$ cat src/rtl/sseg_scan_mux_if.sv
// Bundle between the value-producing logic and the seven-segment scan
// controller: display values and controls in, pin-level drive and scan status out.
interface sseg_scan_mux_if #(
  parameter int NUM_DIGITS = 8,
  parameter int BRIGHT_W   = 2
);
  localparam int SEL_W = $clog2(NUM_DIGITS);

  logic [4*NUM_DIGITS-1:0] digits;
  logic [NUM_DIGITS-1:0]   dp_in;
  logic [NUM_DIGITS-1:0]   blank;
  logic                    lz_blank;
  logic [BRIGHT_W-1:0]     brightness;
  logic [NUM_DIGITS-1:0]   sseg_anode;
  logic [7:0]              sseg_cathode;
  logic [SEL_W-1:0]        digit_sel;
  logic                    frame_tick;

  // Value producer side.
  modport master (
    output digits, dp_in, blank, lz_blank, brightness,
    input  sseg_anode, sseg_cathode, digit_sel, frame_tick
  );

  // Scan controller side.
  modport slave (
    input  digits, dp_in, blank, lz_blank, brightness,
    output sseg_anode, sseg_cathode, digit_sel, frame_tick
  );
endinterface

$ cat src/rtl/sseg_scan_mux.sv
// Multiplexed N-digit common-anode seven-segment scan controller with
// frame-coherent input snapshots, hex decode, per-digit blank/dp,
// leading-zero suppression and PWM brightness.
module sseg_scan_mux #(
  parameter int NUM_DIGITS  = 8,
  parameter int REFRESH_DIV = 5000,
  parameter int BRIGHT_W    = 2
) (
  input logic            clk,
  input logic            rst_n,
  sseg_scan_mux_if.slave bus
);

  localparam int SEL_W  = $clog2(NUM_DIGITS);
  localparam int PCNT_W = $clog2(REFRESH_DIV);
  localparam int STEP   = REFRESH_DIV >> BRIGHT_W;

  // Active-low a..g pattern for a hex nibble (dp handled separately).
  function automatic logic [6:0] hex_to_seg(input logic [3:0] val);
    case (val)
      4'h0:    hex_to_seg = 7'h40;
      4'h1:    hex_to_seg = 7'h79;
      4'h2:    hex_to_seg = 7'h24;
      4'h3:    hex_to_seg = 7'h30;
      4'h4:    hex_to_seg = 7'h19;
      4'h5:    hex_to_seg = 7'h12;
      4'h6:    hex_to_seg = 7'h02;
      4'h7:    hex_to_seg = 7'h78;
      4'h8:    hex_to_seg = 7'h00;
      4'h9:    hex_to_seg = 7'h10;
      4'hA:    hex_to_seg = 7'h08;
      4'hB:    hex_to_seg = 7'h03;
      4'hC:    hex_to_seg = 7'h46;
      4'hD:    hex_to_seg = 7'h21;
      4'hE:    hex_to_seg = 7'h06;
      default: hex_to_seg = 7'h0E;
    endcase
  endfunction

  logic [PCNT_W-1:0]       r_pcnt;
  logic [SEL_W-1:0]        r_sel;
  logic [4*NUM_DIGITS-1:0] r_s_digits;
  logic [NUM_DIGITS-1:0]   r_s_dp;
  logic [NUM_DIGITS-1:0]   r_s_blank;
  logic                    r_s_lz;
  logic [BRIGHT_W-1:0]     r_s_bright;
  logic [NUM_DIGITS-1:0]   r_anode;
  logic [7:0]              r_cathode;

  logic                    w_tick;
  logic                    w_wrap;
  logic [NUM_DIGITS-1:0]   w_supp;
  logic                    w_run;
  logic                    w_dark;
  logic [PCNT_W:0]         w_on_lim;
  logic                    w_on;
  logic [3:0]              w_nibble;

  assign w_tick = (r_pcnt == PCNT_W'(REFRESH_DIV - 1));
  assign w_wrap = w_tick && (r_sel == SEL_W'(NUM_DIGITS - 1));

  // Prescaler and digit scan counter; the digit index steps once per slot.
  always_ff @(posedge clk) begin
    if (!rst_n) begin
      r_pcnt <= '0;
      r_sel  <= '0;
    end else if (w_tick) begin
      r_pcnt <= '0;
      r_sel  <= w_wrap ? '0 : r_sel + SEL_W'(1);
    end else begin
      r_pcnt <= r_pcnt + PCNT_W'(1);
    end
  end

  // Frame-coherent snapshot: inputs are only sampled on the wrapping tick.
  always_ff @(posedge clk) begin
    if (!rst_n) begin
      r_s_digits <= '0;
      r_s_dp     <= '0;
      r_s_blank  <= '0;
      r_s_lz     <= 1'b0;
      r_s_bright <= '1;
    end else if (w_wrap) begin
      r_s_digits <= bus.digits;
      r_s_dp     <= bus.dp_in;
      r_s_blank  <= bus.blank;
      r_s_lz     <= bus.lz_blank;
      r_s_bright <= bus.brightness;
    end
  end

  // Leading-zero run from the top digit down; blanked digits count as zero
  // and digit 0 always stays visible.
  always_comb begin
    w_run  = 1'b1;
    w_supp = '0;
    for (int i = NUM_DIGITS - 1; i >= 0; i--) begin
      w_run     = w_run & (r_s_blank[i] | (r_s_digits[4*i +: 4] == 4'd0));
      w_supp[i] = r_s_lz & w_run & (i != 0);
    end
  end

  assign w_nibble = r_s_digits[4*r_sel +: 4];
  assign w_dark   = r_s_blank[r_sel] | w_supp[r_sel];
  assign w_on_lim = (PCNT_W+1)'((int'(r_s_bright) + 1) * STEP);
  assign w_on     = ({1'b0, r_pcnt} < w_on_lim);

  // Registered pin drive; the PWM window gates the anode only.
  always_ff @(posedge clk) begin
    if (!rst_n) begin
      r_anode   <= '1;
      r_cathode <= 8'hFF;
    end else if (w_dark) begin
      r_anode   <= '1;
      r_cathode <= 8'hFF;
    end else begin
      r_anode   <= w_on ? ~(NUM_DIGITS'(1) << r_sel) : '1;
      r_cathode <= {~r_s_dp[r_sel], hex_to_seg(w_nibble)};
    end
  end

  assign bus.sseg_anode   = r_anode;
  assign bus.sseg_cathode = r_cathode;
  assign bus.digit_sel    = r_sel;
  assign bus.frame_tick   = w_wrap & rst_n;

endmodule

$ cat src/flat_wrapper.sv
// flat-port wrapper written by rule: the top's interface ports become plain ports
module sseg_scan_mux_flat 
#(
  parameter int NUM_DIGITS  = 8,
  parameter int REFRESH_DIV = 5000,
  parameter int BRIGHT_W    = 2
)
  (clk, rst_n, bus_digits, bus_dp_in, bus_blank, bus_lz_blank, bus_brightness, bus_sseg_anode, bus_sseg_cathode, bus_digit_sel, bus_frame_tick);
  sseg_scan_mux_if #(.NUM_DIGITS(NUM_DIGITS), .BRIGHT_W(BRIGHT_W)) bus_i ();
  input logic clk;
  input logic rst_n;
  input wire logic [$bits(bus_i.digits)-1:0] bus_digits;
  input wire logic [$bits(bus_i.dp_in)-1:0] bus_dp_in;
  input wire logic [$bits(bus_i.blank)-1:0] bus_blank;
  input wire logic [$bits(bus_i.lz_blank)-1:0] bus_lz_blank;
  input wire logic [$bits(bus_i.brightness)-1:0] bus_brightness;
  output wire logic [$bits(bus_i.sseg_anode)-1:0] bus_sseg_anode;
  output wire logic [$bits(bus_i.sseg_cathode)-1:0] bus_sseg_cathode;
  output wire logic [$bits(bus_i.digit_sel)-1:0] bus_digit_sel;
  output wire logic [$bits(bus_i.frame_tick)-1:0] bus_frame_tick;
  assign bus_i.digits = bus_digits;
  assign bus_i.dp_in = bus_dp_in;
  assign bus_i.blank = bus_blank;
  assign bus_i.lz_blank = bus_lz_blank;
  assign bus_i.brightness = bus_brightness;
  assign bus_sseg_anode = bus_i.sseg_anode;
  assign bus_sseg_cathode = bus_i.sseg_cathode;
  assign bus_digit_sel = bus_i.digit_sel;
  assign bus_frame_tick = bus_i.frame_tick;
  sseg_scan_mux #(.NUM_DIGITS(NUM_DIGITS), .REFRESH_DIV(REFRESH_DIV), .BRIGHT_W(BRIGHT_W)) u_core (.clk(clk), .rst_n(rst_n), .bus(bus_i));
endmodule
$ cat config.mk
export PLATFORM = sky130hd
export DESIGN_NAME = sseg_scan_mux_flat
export DESIGN_NICKNAME = d
export VERILOG_FILES = /design/src/rtl/sseg_scan_mux_if.sv /design/src/rtl/sseg_scan_mux.sv /design/src/flat_wrapper.sv
export SDC_FILE = /design/constraint.sdc
export NUM_CORES = 1
export LEC_CHECK = 0
export CAP_MARGIN = 20
export CORE_ASPECT_RATIO = 0.8
export CORE_MARGIN = 4
export CORE_UTILIZATION = 55
export CTS_CLUSTER_SIZE = 14
export DETAILED_ROUTE_END_ITERATION = 8
export PLACE_DENSITY_LB_ADDON = 0.25
export SETUP_SLACK_MARGIN = 0.4
export SYNTH_ARGS = -nofsm -noshare
export SYNTH_HDL_FRONTEND = slang
export SYNTH_SLANG_ARGS = --single-unit
$ cat constraint.sdc
create_clock -name clk -period 6 [get_ports clk]
set_clock_uncertainty 0.1 [all_clocks]
set_input_delay 0.6 -clock clk [delete_from_list [all_inputs] [get_ports clk]]
set_output_delay 0.6 -clock clk [all_outputs]
set_load 0.03 [all_outputs]
Word-level counts from Yosys, hierarchy flattened:

Memory sizes are Yosys's and may differ from the RTL's. A register that Yosys moved wholly into a read port is not among the register bits.
Cells that the tools add are included.

* $add $sub $neg: 3
* multiply operators: 1
* divide/modulo/power cells: 0
* $lt $le $gt $ge: 2
* equal/unequal tests: 2
* shift operators: 2
* muxes and demuxes: 7
* bitwise operators: 26
* reductions and logical operators: 11

Operators with widths (number)
* multiplier 32 x 11 -> 13 bit (second input constant): 1
* indexed part select 32 x 6 -> 4 bit: 1
* logical NOT 4 bit: 7
* bitwise AND 1 bit: 14
* < comparator 13 x 14 -> 1 bit: 1
* adder 13 x 1 -> 13 bit (second input constant): 1
* equality test 13 bit (second input constant): 1
* binary-select mux 1 bit (select 3 bit): 3
* inverter 8 bit: 1
* bitwise OR 1 bit: 8
* left shift 1 x 3 -> 8 bit (first input constant): 1
* < comparator 3 x 4 -> 1 bit (second input constant): 1
* OR reduction 2 bit: 2
* adder 2 x 1 -> 3 bit (second input constant): 1
* adder 3 x 1 -> 3 bit (second input constant): 1
* equality test 3 bit (second input constant): 1
* 2-to-1 mux 1 bit: 3
* 2-to-1 mux 3 bit: 1
* inverter 1 bit: 3
* OR reduction 3 bit: 1
* logical AND 1 bit: 1

* register bits: 83
* bits in latches: 0
* RAM bits: 0
* bits in read-only memories: 112
* bits of input ports: 53
* output and inout port bits: 20
* logic and storage cells: 64
* memories: 1

Memory list
* (no name shown): depth 16, bits a word 7, rd ports 1, clocked after memory_dff 1, write ports 0, line sseg_scan_mux.sv:20 `case (val)`

Depth between registers and ports, before layout:

Gate-level depths: netlist of the first run.

* depth in word-level cells: 13
* mapped depth: 9
* gate-level depth less buffers: 9

Worst setup path after synthesis of the first run:

Ideal clock, no wire load.

* path kind: flip-flop to output port
* from: register u_core.r_sel[0] (netlist: u_core.bus.digit_sel[0])
* to: output bus_frame_tick
* data arrival time: 1.788 ns
* data required time: 5.300 ns
* setup slack: 3.512 ns
* stages on the path, launching flop included: 7
* buffers on the path: 1
* cells stage by stage: dfxtp_1 ha_1 ha_1 inv_1 nor2_2 buf_2 and2_1

* word-level cells in the longest chain between the ends: 3

RTL lines
* from (decl): line sseg_scan_mux.sv:41 `logic [SEL_W-1:0] r_sel;`
* from (signal assigned): line sseg_scan_mux.sv:69 `r_sel <= w_wrap ? '0 : r_sel + SEL_W'(1);`
* equality test 3 bit: line sseg_scan_mux.sv:60 `assign w_wrap = w_tick && (r_sel == SEL_W'(NUM_DIGITS - 1));`
* logical AND 1 bit: line sseg_scan_mux.sv:60
* bitwise AND 1 bit: line sseg_scan_mux.sv:125 `assign bus.frame_tick = w_wrap & rst_n;`
* to (decl): line flat_wrapper.sv:20 `output wire logic [$bits(bus_i.frame_tick)-1:0] bus_frame_tick;`

No other way between the ends.

Worst setup path after layout of the first run:

Ends and elaborated chain as after synthesis.

==> impl_metrics.sql, run 1 <==
INSERT INTO impl_metrics (metric_group, metric, value, unit) VALUES
('synthesis', 'synth_compound_area_frac', '0.153', ''),
('routing', 'antenna_left', '0', ''),
('final_layout', 'areaGrowthSynthToFinish', '23.4', '%'),
('sta', 'relSlewSlack', '0.368', ''),
('job', 'drv_cap', '0', ''),
('place', 'port_buffers', '72', ''),
('floorplanning', 'die_h', '85.6', 'um'),
('run_status', 'status', 'completed', ''),
('synthesis', 'netlist_area_before_placement', '4140', 'um^2'),
('synthesis', 'synth.avg_cell_area', '9.25', 'um^2'),
('cts', 'tritoncts', 'done', ''),
('min_path', 'worst_hold_path_type', 'reg2reg', ''),
('critical_path', 'critPathArrivalTime', '2.90', 'ns'),
('sta', 'max_slew.worst_pin.slew', '0.947', 'ns'),
('pwr', 'power.leakage', '0.00192', 'uW'),
('global_route', 'global_route_wire_length_before_repair', '15900', 'um'),
('critical_path', 'critical_path.max_stage_delay', '0.95', 'ns'),
('critical_path', 'cp_num_buf_inv', '2', ''),
('cts', 'clock_tree.root_cell', 'sky130_fd_sc_hd__clkbuf_8', ''),
('sta', 'finalHoldWorstSlack', '0.360', 'ns'),
('synthesis', 'synth_sequential_area_ratio', '0.401', ''),
('synthesis', 'synth_simple_gate_area_frac', '0.195', ''),
('routing', 'drc', '0', ''),
('global_route', 'grtUsageTotal', '0.217', ''),
('pwr', 'worst_ir_drop_vdd', '121', 'uV'),
('floorplanning', 'io_pins', '73', ''),
('floorplanning', 'core.rowCount', '28', ''),
('floorplanning', 'die_w', '105', 'um'),
('routing', 'detailroute.via_count', '3402', ''),
('final_layout', 'drive_gt1_frac', '0.0623', ''),
('final_layout', 'layout_commonest_cell', 'sky130_fd_sc_hd__nand2_1', ''),
('global_route', 'grt_pass1_vias', '3275', ''),
('routing', 'routedWlPerCell', '15.9', 'um'),
('cts', 'clk_pin_slew', '0.09', 'ns'),
('sta', 'period_needed', '3.60', 'ns'),
('synthesis', 'largest_family_of_logic_cells_by_synthesized_area', 'simple AND/OR/NAND/NOR gates', ''),
('critical_path', 'crit_slowest_cell', 'sky130_fd_sc_hd__dfxtp_1', ''),
('place', 'gp_congestion', '0.845', ''),
('synthesis', 'synthAdderAreaFrac', '0.0845', ''),
('sta', 'max_clock_freq', '278', 'MHz'),
('routing', 'drtIter0Drc', '200', ''),
('critical_path', 'path_max_fanout', '21', ''),
('sta', 'timing.final.setup_violations', '0', ''),
('final_layout', 'final_cell_mix', 'sky130_fd_sc_hd__nand2_1 (119), sky130_fd_sc_hd__dfxtp_1 (83), sky130_fd_sc_hd__clkdlybuf4s50_1 (72), sky130_fd_sc_hd__a21boi_0 (48), sky130_fd_sc_hd__ha_1 (28)', ''),
('critical_path', 'critical_path.startpoint', 'u_core.bus.digit_sel[0]$_SDFFE_PN0P_', ''),
('floorplanning', 'die_area', '9000', 'um^2'),
('cts', 'worst_skew_pair.late_latency', '0.35', 'ns'),
('place', 'placed_cells', '588', ''),
('synthesis', 'postSynth.asyncResetShare', '0', ''),
('critical_path', 'critPathRequiredTime', '5.30', 'ns'),
('critical_path', 'worstPathCellList', 'ha_1 -> ha_1 -> inv_1 -> nor2_4 -> and2_1 -> clkdlybuf4s50_1', ''),
('cts', 'cts_resized', '0', ''),
('synthesis', 'synth-main-ff-cell', 'sky130_fd_sc_hd__dfxtp_1', ''),
('pwr', 'power.total', '1110', 'uW'),
('final_layout', 'finalNetCount', '590', ''),
('synthesis', 'synth_warnings', '0', ''),
('sta', 'drv_slew', '0', ''),
('critical_path', 'end_kind', 'output port', ''),
('synthesis', 'synth_cell_type_count', '47', ''),
('floorplanning', 'initial_core_util', '0.563', ''),
('cts', 'deepest_level_of_the_cts_h_tree', '3', ''),
('routing', 'drt_pass1_iterations', '4', ''),
('sta', 'fin_tns_setup', '0', 'ns'),
('min_path', 'min-delay-start', 'u_core.r_pcnt[0]$_SDFF_PP0_', ''),
('cts', 'cts_setup_buffers', '0', ''),
('critical_path', 'worst-setup-path-type', 'reg2out', ''),
('critical_path', 'reg2reg_from', 'u_core.bus.digit_sel[0]$_SDFFE_PN0P_', ''),
('critical_path', 'timing.critical_path.mode_cell', 'sky130_fd_sc_hd__ha_1', ''),
('synthesis', 'synth_nets', '529', ''),
('critical_path', 'cp-start-kind', 'flop', ''),
('sta', 'hold_viol_final', '0', '');
per-stage QoR:
step           setup WS, ns  utilization
3_5_place_dp           2.78        0.661
6_report               2.40        0.695
5_1_grt                2.24        0.695
4_1_cts                2.39        0.695
3_3_place_gp           2.91        0.661
2_1_floorplan          3.51            -
Yosys cell counts, types with 4 or more instances:
cell / count / area, um^2
sky130_fd_sc_hd__nand2_1: 119 / 447
sky130_fd_sc_hd__dfxtp_1: 83 / 1660
sky130_fd_sc_hd__a21boi_0: 48 / 360
sky130_fd_sc_hd__ha_1: 28 / 350
sky130_fd_sc_hd__nor2_1: 16 / 60.1
sky130_fd_sc_hd__clkbuf_1: 12 / 45.0
sky130_fd_sc_hd__inv_1: 10 / 37.5
sky130_fd_sc_hd__a21oi_1: 9 / 45.0
sky130_fd_sc_hd__nand3_1: 9 / 45.0
sky130_fd_sc_hd__nand4_1: 9 / 56.3
sky130_fd_sc_hd__xor2_1: 9 / 78.8
sky130_fd_sc_hd__buf_2: 8 / 40.0
sky130_fd_sc_hd__mux4_1: 7 / 184
sky130_fd_sc_hd__nor4_1: 7 / 43.8
sky130_fd_sc_hd__o211ai_1: 7 / 52.6
sky130_fd_sc_hd__buf_6: 5 / 56.3
sky130_fd_sc_hd__mux4_2: 5 / 113
sky130_fd_sc_hd__and3_1: 4 / 25.0
sky130_fd_sc_hd__mux2i_1: 4 / 40.0
sky130_fd_sc_hd__o21ai_0: 4 / 20.0
sky130_fd_sc_hd__o221ai_1: 4 / 35.0
sky130_fd_sc_hd__xnor2_1: 4 / 35.0
routing by layer:
layer | up-vias | routed length, um | GRT usage | share of wire
met1 | 1596 | 4590 | 0.303 | 0.48
met5 | - | 0 | 0 | 0
met2 | 122 | 4330 | 0.341 | 0.45
li1 | 1674 | - | - | -
met3 | 10 | 601 | 0.0474 | 0.063
met4 | 0 | 100 | 0.0596 | 0.010
cells by family after synthesis:
group | Yosys count
other cells | 1
buf+inv | 37
flops | 83
xor+xnor | 13
fa+ha+maj | 28
compound gates | 86
simple gates | 180
mux | 20
power breakdown:
part,internal [uW],total [uW],switching [uW]
Sequential,554,557,2.54
Clock,289,491,203
Combinational,41.9,63.3,21.3
worst reg2reg max path: stages, from the launching register on:
cell	delay, ns
sky130_fd_sc_hd__dfxtp_1	0.95
sky130_fd_sc_hd__mux4_1	0.70
sky130_fd_sc_hd__mux2i_2	0.60
sky130_fd_sc_hd__mux2i_1	0.32
sky130_fd_sc_hd__o221ai_1	0.15
state kept, by name (all words and copies together) (netlist names):
signal and count:
u_core.bus.digit_sel 3, u_core.bus.sseg_anode 8, u_core.bus.sseg_cathode 8, u_core.r_pcnt 13
u_core.r_s_blank 8, u_core.r_s_bright 2, u_core.r_s_digits 32, u_core.r_s_dp 8
u_core.r_s_lz 1
final cells by class:
| class | count | area (um^2) |
|---|---|---|
| flip-flops and latches | 83 | 1660 |
| multi-input cells | 328 | 2300 |
| clock inverters | 6 | 113 |
| well taps | 90 | 113 |
| inverters | 12 | 45.0 |
| clock buffers | 10 | 138 |
| fillers | 558 | 2240 |
| repair buffers | 75 | 743 |
path summary, 6_finish.rpt:
kind | depth (start not counted) | end | slack (ns)
max | 6 | bus_frame_tick | 2.40
min | 1 | u_core.r_pcnt[0]$_SDFF_PP0_ | 0.36
max reg2reg | 4 | u_core.bus.sseg_cathode[6]$_SDFF_PP1_ | 3.03
min reg2reg | 1 | u_core.r_pcnt[0]$_SDFF_PP0_ | 0.36
No activity file was read; power rests on OpenSTA's default activity.
==> run 2, diff against run 1 <==
--- a/config.mk
+++ b/config.mk
@@ -8,7 +8,7 @@
 export CAP_MARGIN = 20
 export CORE_ASPECT_RATIO = 0.8
 export CORE_MARGIN = 4
-export CORE_UTILIZATION = 55
+export CORE_UTILIZATION = 53
 export CTS_CLUSTER_SIZE = 14
 export DETAILED_ROUTE_END_ITERATION = 8
 export PLACE_DENSITY_LB_ADDON = 0.25
==> constraint.sdc (replaced) <==
create_clock -name clk -period 3.5 [get_ports clk]
set_clock_uncertainty 0.1 [all_clocks]
set_input_delay 0.35 -clock clk [delete_from_list [all_inputs] [get_ports clk]]
set_output_delay 0.35 -clock clk [all_outputs]
set_load 0.03 [all_outputs]
==> run 2 against run 1 <==
- highest routed layer unchanged
- hold slack better by 0.0072 ns
- worst setup slack lost 1.6 ns
- clock-buffer cell count is the same
- global-route usage down 0.20 points
- total power grew 57%
- clock power rose by 38%
- sequential share of layout area grew 0.18 points
- sequential power rose by 71%
- critical endpoint is now u_core.bus.sseg_anode[6]$_SDFF_PP1_
- critical path type is now reg2reg
- die area is 3.5% higher
- first-iteration DRC count fell by 18%
- core utilization is 1.6 points lower
- register-to-register slack lost 2.2 ns
==> impl_metrics.sql, run 2 (synthesized netlist as in run 1, its figures left out) <==
INSERT INTO impl_metrics (metric_group, metric, value, unit) VALUES
('run_status', 'status', 'completed', ''),
('cts', 'post_cts_hold_buffer_count', '0', ''),
('routing', 'routedWlPerCell', '15.1', 'um'),
('cts', 'worst_skew_pair.late_latency', '0.35', 'ns'),
('final_layout', 'largest_register_ff_count', '32', ''),
('critical_path', 'r2r_slack', '0.85', 'ns'),
('cts', 'cts_setup_buffers', '0', ''),
('sta', 'drv_slew', '0', ''),
('sta', 'hold_viol_final', '0', ''),
('sta', 'max_clock_freq', '377', 'MHz'),
('pwr', 'power.leakage', '0.00189', 'uW'),
('final_layout', 'final_cell_mix', 'sky130_fd_sc_hd__nand2_1 (119), sky130_fd_sc_hd__dfxtp_1 (82), sky130_fd_sc_hd__clkdlybuf4s50_1 (71), sky130_fd_sc_hd__a21boi_0 (48), sky130_fd_sc_hd__ha_1 (28)', ''),
('final_layout', 'drive_gt1_frac', '0.0680', ''),
('global_route', 'grtUsageTotal', '0.215', ''),
('critical_path', 'cp-start-kind', 'flop', ''),
('global_route', 'largest_net_degree_at_the_start_of_global_routing', '54', ''),
('pwr', 'pwr-share-clk', '0.389', ''),
('min_path', 'min_path_cells', '2', ''),
('pwr', 'cell_internal_pwr', '1350', 'uW'),
('critical_path', 'critPathRequiredTime', '3.59', 'ns'),
('sta', 'layout_worst_path_cycle_share', '0.758', ''),
('pwr', 'p_sw', '390', 'uW'),
('critical_path', 'cp_num_buf_inv', '2', ''),
('final_layout', 'areaGrowthSynthToFinish', '22.8', '%'),
('final_layout', 'n_antenna_cell', '0', ''),
('floorplanning', 'initial_core_util', '0.553', ''),
('critical_path', 'path_depth', '8', ''),
('routing', 'drt_pass1_iterations', '4', ''),
('critical_path', 'critical_path.max_stage_delay', '0.52', 'ns'),
('routing', 'antenna_left', '0', ''),
('job', 'drv_cap', '0', ''),
('sta', 'period_needed', '2.65', 'ns'),
('routing', 'detailroute.via_count', '3411', ''),
('sta', 'max_slew.worst_pin.slew', '0.748', 'ns'),
('cts', 'clock_tree.root_cell', 'sky130_fd_sc_hd__clkbuf_8', ''),
('cts', 'tritoncts', 'done', ''),
('critical_path', 'end_kind', 'flop', ''),
('place', 'detailed_place_hpwl', '6830', 'um'),
('critical_path', 'worst-setup-path-type', 'reg2reg', ''),
('global_route', 'global_route_wire_length_before_repair', '16000', 'um'),
('floorplanning', 'die_h', '87.1', 'um'),
('cts', 'deepest_level_of_the_cts_h_tree', '3', ''),
('critical_path', 'crit_family', 'compound AO/OA/AOI/OAI gates', ''),
('floorplanning', 'io_pins', '73', ''),
('routing', 'drtIter0Drc', '165', ''),
('cts', 'clk_sinks', '83', ''),
('global_route', 'grt_antenna_before_repair', '0', ''),
('pwr', 'swShare', '0.224', ''),
('pwr', 'power.total', '1740', 'uW'),
('floorplanning', 'core.rowCount', '28', ''),
('cts', 'clk_pin_slew', '0.08', 'ns'),
('sta', 'fin_tns_setup', '0', 'ns'),
('critical_path', 'crit_slowest_cell', 'sky130_fd_sc_hd__dfxtp_1', ''),
('sta', 'relSlewSlack', '0.500', ''),
('place', 'placed_cells', '604', ''),
('place', 'port_buffers', '72', ''),
('final_layout', 'finalNetCount', '591', ''),
('pwr', 'power-per-cell-area', '342', 'nW/um^2'),
('floorplanning', 'die_area', '9310', 'um^2'),
('min_path', 'min_to', 'u_core.r_s_digits[2]$_SDFFE_PN0P_', ''),
('global_route', 'grt_pass1_vias', '3287', ''),
('routing', 'avgViaCountPerCell', '5.50', ''),
('critical_path', 'reg2reg_from', 'u_core.r_s_bright[0]$_SDFFE_PN1P_', ''),
('critical_path', 'critPathArrivalTime', '2.74', 'ns'),
('min_path', 'worst_hold_path_type', 'reg2reg', ''),
('cts', 'cts_resized', '0', ''),
('cts', 'clk_path_buf_depth', '2', ''),
('final_layout', 'layout_commonest_cell', 'sky130_fd_sc_hd__nand2_1', ''),
('place', 'gp_congestion', '0.819', ''),
('pwr', 'power.share.combinational', '0.063', ''),
('floorplanning', 'die_w', '107', 'um'),
('pwr', 'power_frac_seq', '0.548', ''),
('floorplanning', 'core_region_area', '7500', 'um^2'),
('cts', 'cts_inserted_buffers', '9', ''),
('final_layout', 'layout.cells.non_filler', '620', ''),
('pwr', 'worst_ir_drop_vdd', '182', 'uV'),
('final_layout', 'largest_register', 'u_core.r_s_digits', ''),
('sta', 'grt_setup_unrepaired', 'false', ''),
('critical_path', 'path_max_fanout', '8', ''),
('critical_path', 'worstPathCellList', 'inv_1 -> ha_1 -> inv_1 -> ha_1 -> a211oi_1 -> o211ai_1 -> o221ai_2 -> nand4_1', ''),
('critical_path', 'ff2ff_path_depth', '8', ''),
('final_layout', 'reg.largest.list', 'u_core.r_s_digits: 32 flops, u_core.r_pcnt: 13 flops', ''),
('routing', 'postRouteWirelength', '9380', 'um'),
('routing', 'drc', '0', ''),
('min_path', 'min-delay-start', 'u_core.r_s_digits[2]$_SDFFE_PN0P_', ''),
('critical_path', 'reg2reg_to', 'u_core.bus.sseg_anode[6]$_SDFF_PP1_', ''),
('global_route', 'grt_remaining_overflow', '0', ''),
('sta', 'timing.final.setup_violations', '0', '');
## run 2: cell types whose count changed in the layout (fill, tap and decap cells not counted)
| cell | before | now |
|---|---|---|
| sky130_fd_sc_hd__clkdlybuf4s50_1 | 72 | 71 |
| sky130_fd_sc_hd__dfxtp_2 | 0 | 1 |
| sky130_fd_sc_hd__clkbuf_8 | 10 | 9 |
| sky130_fd_sc_hd__clkbuf_1 | 0 | 1 |
| sky130_fd_sc_hd__o221ai_2 | 0 | 1 |
| sky130_fd_sc_hd__clkinvlp_4 | 0 | 3 |
| sky130_fd_sc_hd__buf_4 | 3 | 5 |
| sky130_fd_sc_hd__bufinv_16 | 3 | 1 |
| sky130_fd_sc_hd__dfxtp_1 | 83 | 82 |
| sky130_fd_sc_hd__o221ai_1 | 4 | 3 |
| sky130_fd_sc_hd__clkinv_4 | 2 | 1 |
## run 2: power groups by stage
stage | registers (uW) | logic (uW) | clock network (uW)
after global routing | 956 | 116 | 734
after CTS | 955 | 109 | 692
after floorplan | 985 | 27.5 | 0
final | 955 | 109 | 679
after global placement | 977 | 108 | 0
after detailed placement | 977 | 109 | 0
## run 2: how the worst max path moves through the flow
stage / startpoint / end / slack (ns)
CTS: u_core.bus.digit_sel[0]$_SDFFE_PN0P_ / u_core.bus.sseg_cathode[3]$_SDFF_PP1_ / 0.59
finish: u_core.r_s_bright[0]$_SDFFE_PN1P_ / u_core.bus.sseg_anode[6]$_SDFF_PP1_ / 0.85
detailed placement: u_core.bus.digit_sel[0]$_SDFFE_PN0P_ / u_core.bus.sseg_cathode[6]$_SDFF_PP1_ / 0.62
floorplan: u_core.bus.digit_sel[2]$_SDFFE_PN0P_ / u_core.bus.sseg_cathode[3]$_SDFF_PP1_ / 1.02
global route: u_core.r_s_bright[0]$_SDFFE_PN1P_ / u_core.bus.sseg_anode[6]$_SDFF_PP1_ / 0.57
global placement: u_core.bus.digit_sel[0]$_SDFFE_PN0P_ / u_core.bus.sseg_cathode[0]$_SDFF_PP1_ / 0.73
## run 2: final cells by class
class | count | area, um^2
clock buffer | 10 | 128
clock inverter | 6 | 66.3
fill | 632 | 2410
inverter | 12 | 45.0
multi-input combinational | 328 | 2310
sequential | 83 | 1660
tap | 105 | 131
timing repair buffer | 76 | 748
## run 2: through the flow
stage	area [um^2]	util	setup slack, ns	hold WS [ns]
global route	5090	0.679	0.566	0.388
global placement	4890	0.652	0.726	0.333
finish	5090	0.679	0.848	0.367
CTS	5080	0.678	0.591	0.364
detailed placement	4890	0.652	0.624	0.345
floorplan	4140	-	1.02	0.318
## run 2: worst register-to-register path, cell delays in order, from the launching register on
cell,delay [ns]
sky130_fd_sc_hd__dfxtp_1,0.52
sky130_fd_sc_hd__inv_1,0.17
sky130_fd_sc_hd__ha_1,0.37
sky130_fd_sc_hd__inv_1,0.08
sky130_fd_sc_hd__ha_1,0.29
sky130_fd_sc_hd__a211oi_1,0.28
sky130_fd_sc_hd__o211ai_1,0.16
sky130_fd_sc_hd__o221ai_2,0.36
sky130_fd_sc_hd__nand4_1,0.15
## run 2: layer usage
| metal | wire [um] | global-route usage | vias to the layer above |
|---|---|---|---|
| li1 | - | - | 1680 |
| met1 | 4610 | 0.305 | 1628 |
| met2 | 4160 | 0.335 | 93 |
| met3 | 500 | 0.0415 | 10 |
| met4 | 102 | 0.0627 | 0 |
| met5 | 0 | 0 | - |
==> run 3, diff against run 2 <==
==> constraint.sdc (replaced) <==
create_clock -name clk -period 2.6 [get_ports clk]
set_clock_uncertainty 0.1 [all_clocks]
set_input_delay 0.26 -clock clk [delete_from_list [all_inputs] [get_ports clk]]
set_output_delay 0.26 -clock clk [all_outputs]
set_load 0.03 [all_outputs]
==> run 3 against run 2 <==
- via count up 1.6%
- sequential share of layout area down 1.5 points
- final area up 5.6%
==> impl_metrics.sql, run 3 (synthesized netlist as in run 1, its figures left out) <==
INSERT INTO impl_metrics (metric_group, metric, value, unit) VALUES
('run_status', 'status', 'completed', ''),
('global_route', 'grt_remaining_overflow', '0', ''),
('critical_path', 'r2r_slack', '0.43', 'ns'),
('floorplanning', 'die_area', '9310', 'um^2'),
('place', 'placed_cells', '609', ''),
('cts', 'post_cts_hold_buffer_count', '0', ''),
('cts', 'clk_pin_slew', '0.10', 'ns'),
('routing', 'routedWlPerCell', '15.5', 'um'),
('place', 'gp_congestion', '0.871', ''),
('min_path', 'min-delay-start', 'bus_digits[12]', ''),
('critical_path', 'critPathArrivalTime', '2.30', 'ns'),
('routing', 'routed.top_layer', 'met4', ''),
('routing', 'antenna_left', '0', ''),
('global_route', 'grt_antenna_before_repair', '0', ''),
('cts', 'clk_path_buf_depth', '2', ''),
('cts', 'deepest_level_of_the_cts_h_tree', '3', ''),
('sta', 'drv_slew', '0', ''),
('global_route', 'largest_net_degree_at_the_start_of_global_routing', '50', ''),
('sta', 'finalHoldWorstSlack', '0.344', 'ns'),
('routing', 'postRouteWirelength', '9940', 'um'),
('pwr', 'power-per-cell-area', '436', 'nW/um^2'),
('critical_path', 'worst-setup-path-type', 'reg2reg', ''),
('routing', 'wire_length_on_met3', '757', 'um'),
('floorplanning', 'io_pins', '73', ''),
('global_route', 'global_route_wire_length_before_repair', '15900', 'um'),
('pwr', 'worst_ir_drop_vdd', '284', 'uV'),
('final_layout', 'drive_gt1_frac', '0.152', ''),
('cts', 'clk_sinks', '83', ''),
('job', 'drv_cap', '0', ''),
('final_layout', 'n_antenna_cell', '0', ''),
('pwr', 'power.leakage', '0.00199', 'uW'),
('sta', 'max_slew.worst_pin.slew', '0.488', 'ns'),
('final_layout', 'final.fill_count', '573', ''),
('final_layout', 'multi_input_area', '2410', 'um^2'),
('sta', 'max_clock_freq', '461', 'MHz'),
('final_layout', 'layout_commonest_cell', 'sky130_fd_sc_hd__nand2_1', ''),
('min_path', 'min_path_cells', '3', ''),
('sta', 'fin_tns_setup', '0', 'ns'),
('floorplanning', 'core.rowCount', '28', ''),
('cts', 'cts_inserted_buffers', '9', ''),
('final_layout', 'layout.cells.non_filler', '639', ''),
('critical_path', 'end_kind', 'flop', ''),
('final_layout', 'largest_register', 'u_core.r_s_digits', ''),
('final_layout', 'final_cell_mix', 'sky130_fd_sc_hd__nand2_1 (118), sky130_fd_sc_hd__dfxtp_1 (78), sky130_fd_sc_hd__clkdlybuf4s50_1 (70), sky130_fd_sc_hd__a21boi_0 (48), sky130_fd_sc_hd__buf_4 (21)', ''),
('global_route', 'grtUsageTotal', '0.214', ''),
('routing', 'drt_pass1_iterations', '4', ''),
('final_layout', 'largest_register_ff_count', '32', ''),
('sta', 'relSlewSlack', '0.672', ''),
('floorplanning', 'initial_core_util', '0.553', ''),
('routing', 'detailroute.wirelength.met2', '4480', 'um'),
('cts', 'clock_tree.root_cell', 'sky130_fd_sc_hd__clkbuf_8', ''),
('floorplanning', 'die_h', '87.1', 'um'),
('critical_path', 'cp-start-kind', 'flop', ''),
('min_path', 'worst_hold_path_type', 'in2reg', ''),
('min_path', 'min_to', 'u_core.r_s_digits[12]$_SDFFE_PN0P_', ''),
('final_layout', 'finalNetCount', '610', ''),
('critical_path', 'ff2ff_path_depth', '9', ''),
('global_route', 'grt_pass1_vias', '3244', ''),
('critical_path', 'critPathRequiredTime', '2.73', 'ns'),
('place', 'port_buffers', '72', ''),
('critical_path', 'reg2reg_from', 'u_core.r_s_bright[0]$_SDFFE_PN1P_', ''),
('routing', 'avgViaCountPerCell', '5.42', ''),
('cts', 'worst_skew_pair.late_latency', '0.36', 'ns'),
('final_layout', 'reg.largest.list', 'u_core.r_s_digits: 32 flops, u_core.r_pcnt: 13 flops', ''),
('sta', 'layout_worst_path_cycle_share', '0.834', ''),
('routing', 'drt-met1-wl', '4580', 'um'),
('final_layout', 'sequential_cell_area', '1680', 'um^2'),
('place', 'detailed_place_hpwl', '7100', 'um'),
('routing', 'drc', '0', ''),
('cts', 'tritoncts', 'done', ''),
('routing', 'detailroute.via_count', '3464', ''),
('floorplanning', 'die_w', '107', 'um'),
('floorplanning', 'core_region_area', '7500', 'um^2'),
('critical_path', 'reg2reg_to', 'u_core.bus.sseg_anode[1]$_SDFF_PP1_', ''),
('sta', 'period_needed', '2.17', 'ns'),
('sta', 'timing.final.setup_violations', '0', ''),
('sta', 'hold_viol_final', '0', ''),
('sta', 'grt_setup_unrepaired', 'true', ''),
('final_layout', 'areaGrowthSynthToFinish', '29.6', '%'),
('routing', 'drtIter0Drc', '263', ''),
('critical_path', 'path_max_fanout', '8', '');
-- run 3: worst max-delay path by stage --
stage / from / endpoint / slack [ns] / cells after the start
finish: u_core.r_s_bright[0]$_SDFFE_PN1P_ / u_core.bus.sseg_anode[1]$_SDFF_PP1_ / 0.43 / 9
global route: u_core.r_s_bright[0]$_SDFFE_PN1P_ / u_core.bus.sseg_anode[1]$_SDFF_PP1_ / 0.32 / 9
CTS: u_core.r_s_bright[0]$_SDFFE_PN1P_ / u_core.bus.sseg_anode[6]$_SDFF_PP1_ / 0.40 / 9
detailed placement: u_core.r_s_bright[0]$_SDFFE_PN1P_ / u_core.bus.sseg_anode[6]$_SDFF_PP1_ / 0.13 / 8
global placement: u_core.r_s_bright[0]$_SDFFE_PN1P_ / u_core.bus.sseg_anode[5]$_SDFF_PP1_ / 0.32 / 8
floorplan: u_core.bus.digit_sel[0]$_SDFFE_PN0P_ / u_core.bus.sseg_cathode[3]$_SDFF_PP1_ / 0.37 / 9
-- run 3: per-layer routing --
layer / global-route usage / vias up
li1: - / 1720
met1: 0.304 / 1605
met2: 0.328 / 123
met3: 0.0437 / 16
met4: 0.0674 / 0
met5: 0 / -
-- run 3: final cells by class --
class | instances | area share
timing repair buffer | 95 | 0.170
sequential | 83 | 0.312
tap | 105 | 0.0245
multi-input combinational | 328 | 0.448
clock buffer | 9 | 0.0231
clock inverter | 7 | 0.0126
inverter | 12 | 0.00955
-- run 3: critical path: stages, from the launching register on --
cell	delay, ns
sky130_fd_sc_hd__dfxtp_4	0.37
sky130_fd_sc_hd__clkinvlp_4	0.12
sky130_fd_sc_hd__ha_4	0.33
sky130_fd_sc_hd__inv_4	0.05
sky130_fd_sc_hd__ha_4	0.21
sky130_fd_sc_hd__a211oi_2	0.23
sky130_fd_sc_hd__o211ai_1	0.15
sky130_fd_sc_hd__o221ai_2	0.22
sky130_fd_sc_hd__buf_6	0.16
sky130_fd_sc_hd__nand4_1	0.10
-- run 3: report_power, final --
group / total, uW / switching [uW] / internal, uW
clock: 905 / 530 / 375
sequential: 1280 / 6.36 / 1280
combinational: 153 / 51.1 / 102
total: 2340 / 587 / 1750
-- run 3: repair_timing --
action                                  4_1_cts  5_1_grt
buffers inserted                             10        4
resized for setup                            11       23
pin swaps                                     5       11
endpoints found under the setup margin       29       54
-- run 3: through the flow --
stage	setup WS (ns)	power [uW]	area (um^2)	utilization
after global placement	0.320	1460	4940	0.659
after detailed placement	0.130	1460	4940	0.659
final	0.432	2340	5370	0.716
after CTS	0.397	2350	5270	0.702
after global routing	0.320	2410	5370	0.716
after floorplan	0.375	1360	4160	-
